**config.mk**
```make
export PLATFORM = sky130hd
export DESIGN_NAME = demux_1x64_framer
export DESIGN_NICKNAME = d
export VERILOG_FILES = /design/src/rtl/demux_1x64_framer.sv
export SDC_FILE = /design/constraint.sdc
export NUM_CORES = 1
export LEC_CHECK = 0
export CAP_MARGIN = 10
export CORE_UTILIZATION = 33
export CTS_CLUSTER_DIAMETER = 30
export DETAILED_ROUTE_END_ITERATION = 12
export PLACE_DENSITY_LB_ADDON = 0.3
export SLEW_MARGIN = 25
export SYNTH_ARGS = -nofsm -noshare
export SYNTH_HDL_FRONTEND = slang
export SYNTH_SLANG_ARGS = --single-unit
```
**constraint.sdc**
```tcl
create_clock -name clk -period 3.4 [get_ports clk]
set_clock_uncertainty 0.15 [all_clocks]
set_input_delay 0.34 -clock clk [delete_from_list [all_inputs] [get_ports clk]]
set_output_delay 0.34 -clock clk [all_outputs]
set_load 0.02 [all_outputs]
```
**src/rtl/demux_1x64_framer.sv**
```systemverilog
// Registered 1:64 lane demux with frame tracking; writes land one cycle after acceptance.
// in_ready drops while the frame is FULL (until frame_ack) and whenever clear is high.
module demux_1x64_framer #(
    parameter int                DATA_W  = 1,
    parameter logic [DATA_W-1:0] RST_VAL = '0
) (
    input  logic                 clk,
    input  logic                 rst_n,
    input  logic [DATA_W-1:0]    din,
    input  logic                 in_valid,
    output logic                 in_ready,
    input  logic [5:0]           s,
    input  logic                 mode,
    input  logic                 clear,
    input  logic                 frame_ack,
    output logic [64*DATA_W-1:0] y,
    output logic [63:0]          y_valid,
    output logic [5:0]           ptr,
    output logic                 frame_done
);

    typedef enum logic [1:0] {IDLE, FILL, FULL} state_t;

    state_t      state;
    logic        accept;
    logic [5:0]  lane;
    logic [7:0]  grp_sel;
    logic [7:0]  lane_sel;
    logic [63:0] wr_en;
    logic [63:0] valid_nxt;

    assign in_ready = rst_n && (state != FULL) && !clear;
    assign accept   = in_valid && in_ready;

    always_comb begin
        lane      = mode ? ptr : s;
        grp_sel   = 8'd1 << lane[5:3];
        lane_sel  = 8'd1 << lane[2:0];
        valid_nxt = y_valid | wr_en;
    end

    // Two-level decode: group strobe ANDed with lane-in-group strobe.
    for (genvar g = 0; g < 8; g++) begin : g_grp
        for (genvar l = 0; l < 8; l++) begin : g_lane
            assign wr_en[g*8+l] = accept && grp_sel[g] && lane_sel[l];
        end
    end

    always_ff @(posedge clk or negedge rst_n) begin
        if (!rst_n) begin
            y          <= {64{RST_VAL}};
            y_valid    <= '0;
            ptr        <= '0;
            frame_done <= 1'b0;
            state      <= IDLE;
        end else begin
            frame_done <= 1'b0;
            if (clear) begin
                y       <= {64{RST_VAL}};
                y_valid <= '0;
                ptr     <= '0;
                state   <= IDLE;
            end else if (state == FULL) begin
                // Lane data is held across the ack; only the valid flags restart.
                if (frame_ack) begin
                    y_valid <= '0;
                    ptr     <= '0;
                    state   <= IDLE;
                end
            end else if (accept) begin
                for (int k = 0; k < 64; k++) begin
                    if (wr_en[k]) y[k*DATA_W +: DATA_W] <= din;
                end
                y_valid <= valid_nxt;
                if (mode) ptr <= ptr + 6'd1;
                if (&valid_nxt) begin
                    state      <= FULL;
                    frame_done <= 1'b1;
                end else begin
                    state <= FILL;
                end
            end
        end
    end

endmodule

```
==> results_dict.tcl, run 1 <==
set metrics [dict create \
    sw_frac_of_total 0.250 \
    fin_nets 871 \
    regArea_mm2 0.00343 \
    tritoncts "yes" \
    fin_crit_sh 0.875 \
    worstSetupPathType "input port to flop" \
    fmax_ghz 0.336 \
    synth_nets 680 \
    drt_first_pass_iters 5 \
    synth.avg_cell_area_um2 9.80 \
    total_power_w 0.00387 \
    dpl.hpwl_um 17300 \
    cts_setup_buffers 0 \
    ys.flop_type "dfrtp_1" \
    syn2layout_area_growth_pct 43.3 \
    endpoint_kind "flop" \
    postPlaceCellArea_mm2 0.00873 \
    failed_checks "hold timing" \
    seq_area_frac_synth 0.525 \
    cellPowerDensity_mw_per_mm2 414 \
    std_cell_rows 51 \
    rsz0062_at_grt "false" \
    crit_fanout 8 \
    wl_um 24100 \
    final_util 0.482 \
    grt_usage 0.245 \
    routabilityCongestion 0.959 \
    fillCellCount 1888 \
    ys_types 58 \
    async_flop_share 1.00 \
    ctsHoldBuffers 0 \
    drtIter0Drc 443 \
    final_common_cell "clkdlybuf4s50_1" \
    cts_buffers 17 \
    status "finished, violations left" \
    postRouteAntennaNets 0 \
    synth-seq-cells 137 \
    num_antenna_cells 0 \
    wl_per_cell_um 21.2 \
    p_sw_w 0.000966 \
    cts.clk_slew.worst_paths_ps 60 \
    comb_power_share 0.067 \
    hold_viol_final 3 \
    slew_headroom 0.312 \
    htreeDepth 4 \
    max_cap_viol_count 0 \
    ir_worst_vdd_v 0.000346 \
    core_area_mm2 0.0194 \
    p_clk_frac 0.510 \
    pwr-share-seq 0.424 \
    pre_cts_ws_ps -15.6 \
    cts.sinks 137 \
    design_area_mm2 0.00936 \
    ys_top_cells_by_area "dfrtp_1, mux2i_1, nor2_1" \
    cts_buffer_depth 2 \
    vias 6013 \
    cts-root-buf "clkbuf_16" \
    multi_input_area_mm2 0.00292 \
    dieArea_mm2 0.0204 \
    min_period_ps 2980 \
    grt_max_degree 71 \
    initial_core_util 0.337 \
    place_inst 1103 \
    cp-start-kind "input port" \
    fp.dieW_um 143 \
    drc 0 \
    yosys_warnings 0 \
    drive_above_1_share 0.134 \
    cp_data_arrival_time_ps 3190 \
    setup-violations-final 0 \
    fin_cells 1135 \
    yosysTopAreaCell "dfrtp_1" \
    portBuffers 148 \
    drv_slew 0 \
    hold_ws_ps -0.389 \
    antenna_found_initial 0 \
    die_y_um 143 \
    cts_resized 0 \
    worst_pin_slew_ps 1030 \
    clock_latency_ps 430 \
    synth_top_cell_area_share 0.525 \
    cp.required_ps 3610 \
    hold_class "input port to async pin" \
    routed_via_density 5.30 \
    grt_pass1_wl_um 36300 \
    ios 149 \
    synth_area_mm2 0.00653 \
    timing.final.ws_setup_ps 425 \
    synth_edf_count 0 \
    synthCells 666 \
    grt_pass1_vias 5942 \
    p_leak_nw 4.06 \
    grt_overflow 0 \
    final_cell_mix "clkdlybuf4s50_1, dfrtp_1, nor2_1, buf_4, mux2i_1" \
    intPower_w 0.00290 \
]
[critical path, cell delays in order]
cell,delay [ps]
clkdlybuf4s50_1,520
or3b_4,410
a2111oi_4,340
buf_4,240
nand3_1,110
a2111oi_0,490
nand4_1,220
nor4_2,340
a32o_1,180
[Yosys cell counts (all sizes together) (2+ instances only)]
| master | instances |
|---|---|
| clkbuf | 33 |
| nor4 | 7 |
| a41oi | 2 |
| and3 | 10 |
| nor3b | 3 |
| a41o | 2 |
| nand2b | 4 |
| and2 | 7 |
| nand2 | 59 |
| o31ai | 3 |
| o32ai | 2 |
| o21ai | 17 |
| buf | 9 |
| or3b | 5 |
| nor3 | 7 |
| a22o | 6 |
| nand3b | 4 |
| xor2 | 2 |
| o22ai | 2 |
| inv | 8 |
| or2 | 2 |
| or3 | 2 |
| a22oi | 3 |
| nor2 | 132 |
| a2111oi | 7 |
| o2111ai | 2 |
| nand3 | 22 |
| a21oi | 30 |
| mux2i | 60 |
| a21o | 18 |
| nor2b | 2 |
| xnor2 | 2 |
| nand4 | 6 |
| a31oi | 27 |
| dfrtp | 137 |
| a32o | 9 |
[power by group through the flow]
stage	Combinational (W)	Clock, W	Sequential (W)
floorplan	0.000108	0	0.00167
global route	0.000278	0.00208	0.00164
detailed placement	0.000258	0	0.00167
global placement	0.000258	0	0.00167
CTS	0.000260	0.00201	0.00164
finish	0.000258	0.00197	0.00164
[routing by layer]
layer	vias to the layer above	track usage	part of all wire
met3	38	0.0674	0.070
met1	3002	0.337	0.46
li1	2754	-	-
met2	219	0.378	0.45
met4	0	0.0696	0.018
met5	-	0	0
[cell families (layout without fill, tap and decap cells)]
| kind of cell | count (synthesis) | after routing | synth area share |
|---|---|---|---|
| buffers and inverters | 50 | 254 | 0.0309 |
| AOI/OAI and AO/OA | 137 | 137 | 0.151 |
| DFF | 137 | 137 | 0.525 |
| xor gates and xnor gates | 4 | 4 | 0.00537 |
| muxes | 61 | 61 | 0.0937 |
| adders and majority gates | 1 | 1 | 0.00192 |
| and+or+nand+nor | 276 | 276 | 0.192 |
[metrics by stage]
step | TNS [ps] | hold slack [ps]
4_1_cts | 0 | 31.5
6_report | 0 | -0.389
2_1_floorplan | 0 | -106
3_3_place_gp | -65.6 | 353
5_1_grt | 0 | 63.7
3_5_place_dp | -25.0 | 362
[final cells by class]
cell class	count	area share
clock buffer	18	0.0469
clock inverter	14	0.0199
inverter	8	0.00321
multi-input combinational	479	0.312
sequential	137	0.366
tap	265	0.0354
timing repair buffer	214	0.216
[worst paths after layout]
check | from | endpoint | slack, ps | cells after the start
worst min-delay path | rst_n | ptr[3] | -0.4 | 2
min in group clk | clear | y_valid[61] | 330 | 5
worst max-delay path | s[4] | state[1] | 420 | 9
max in group asynchronous | rst_n | y[43] | 1640 | 3
worst min register to register | y[48] | y[48] | 370 | 2
worst max register to register | state[1] | state[1] | 450 | 10
[state kept, by name, summed over array words and instances, names as in the netlist]
register	flops
y_valid	64
frame_done	1
ptr	6
state	2
y	64
(Power assumes the default switching activity.)
==> run 2, diff against run 1 <==
TNS_END_PERCENT = 100   (was default)
==> results of run 2 <==
The final DEF is identical to that of run 1; final timing and power are the same.
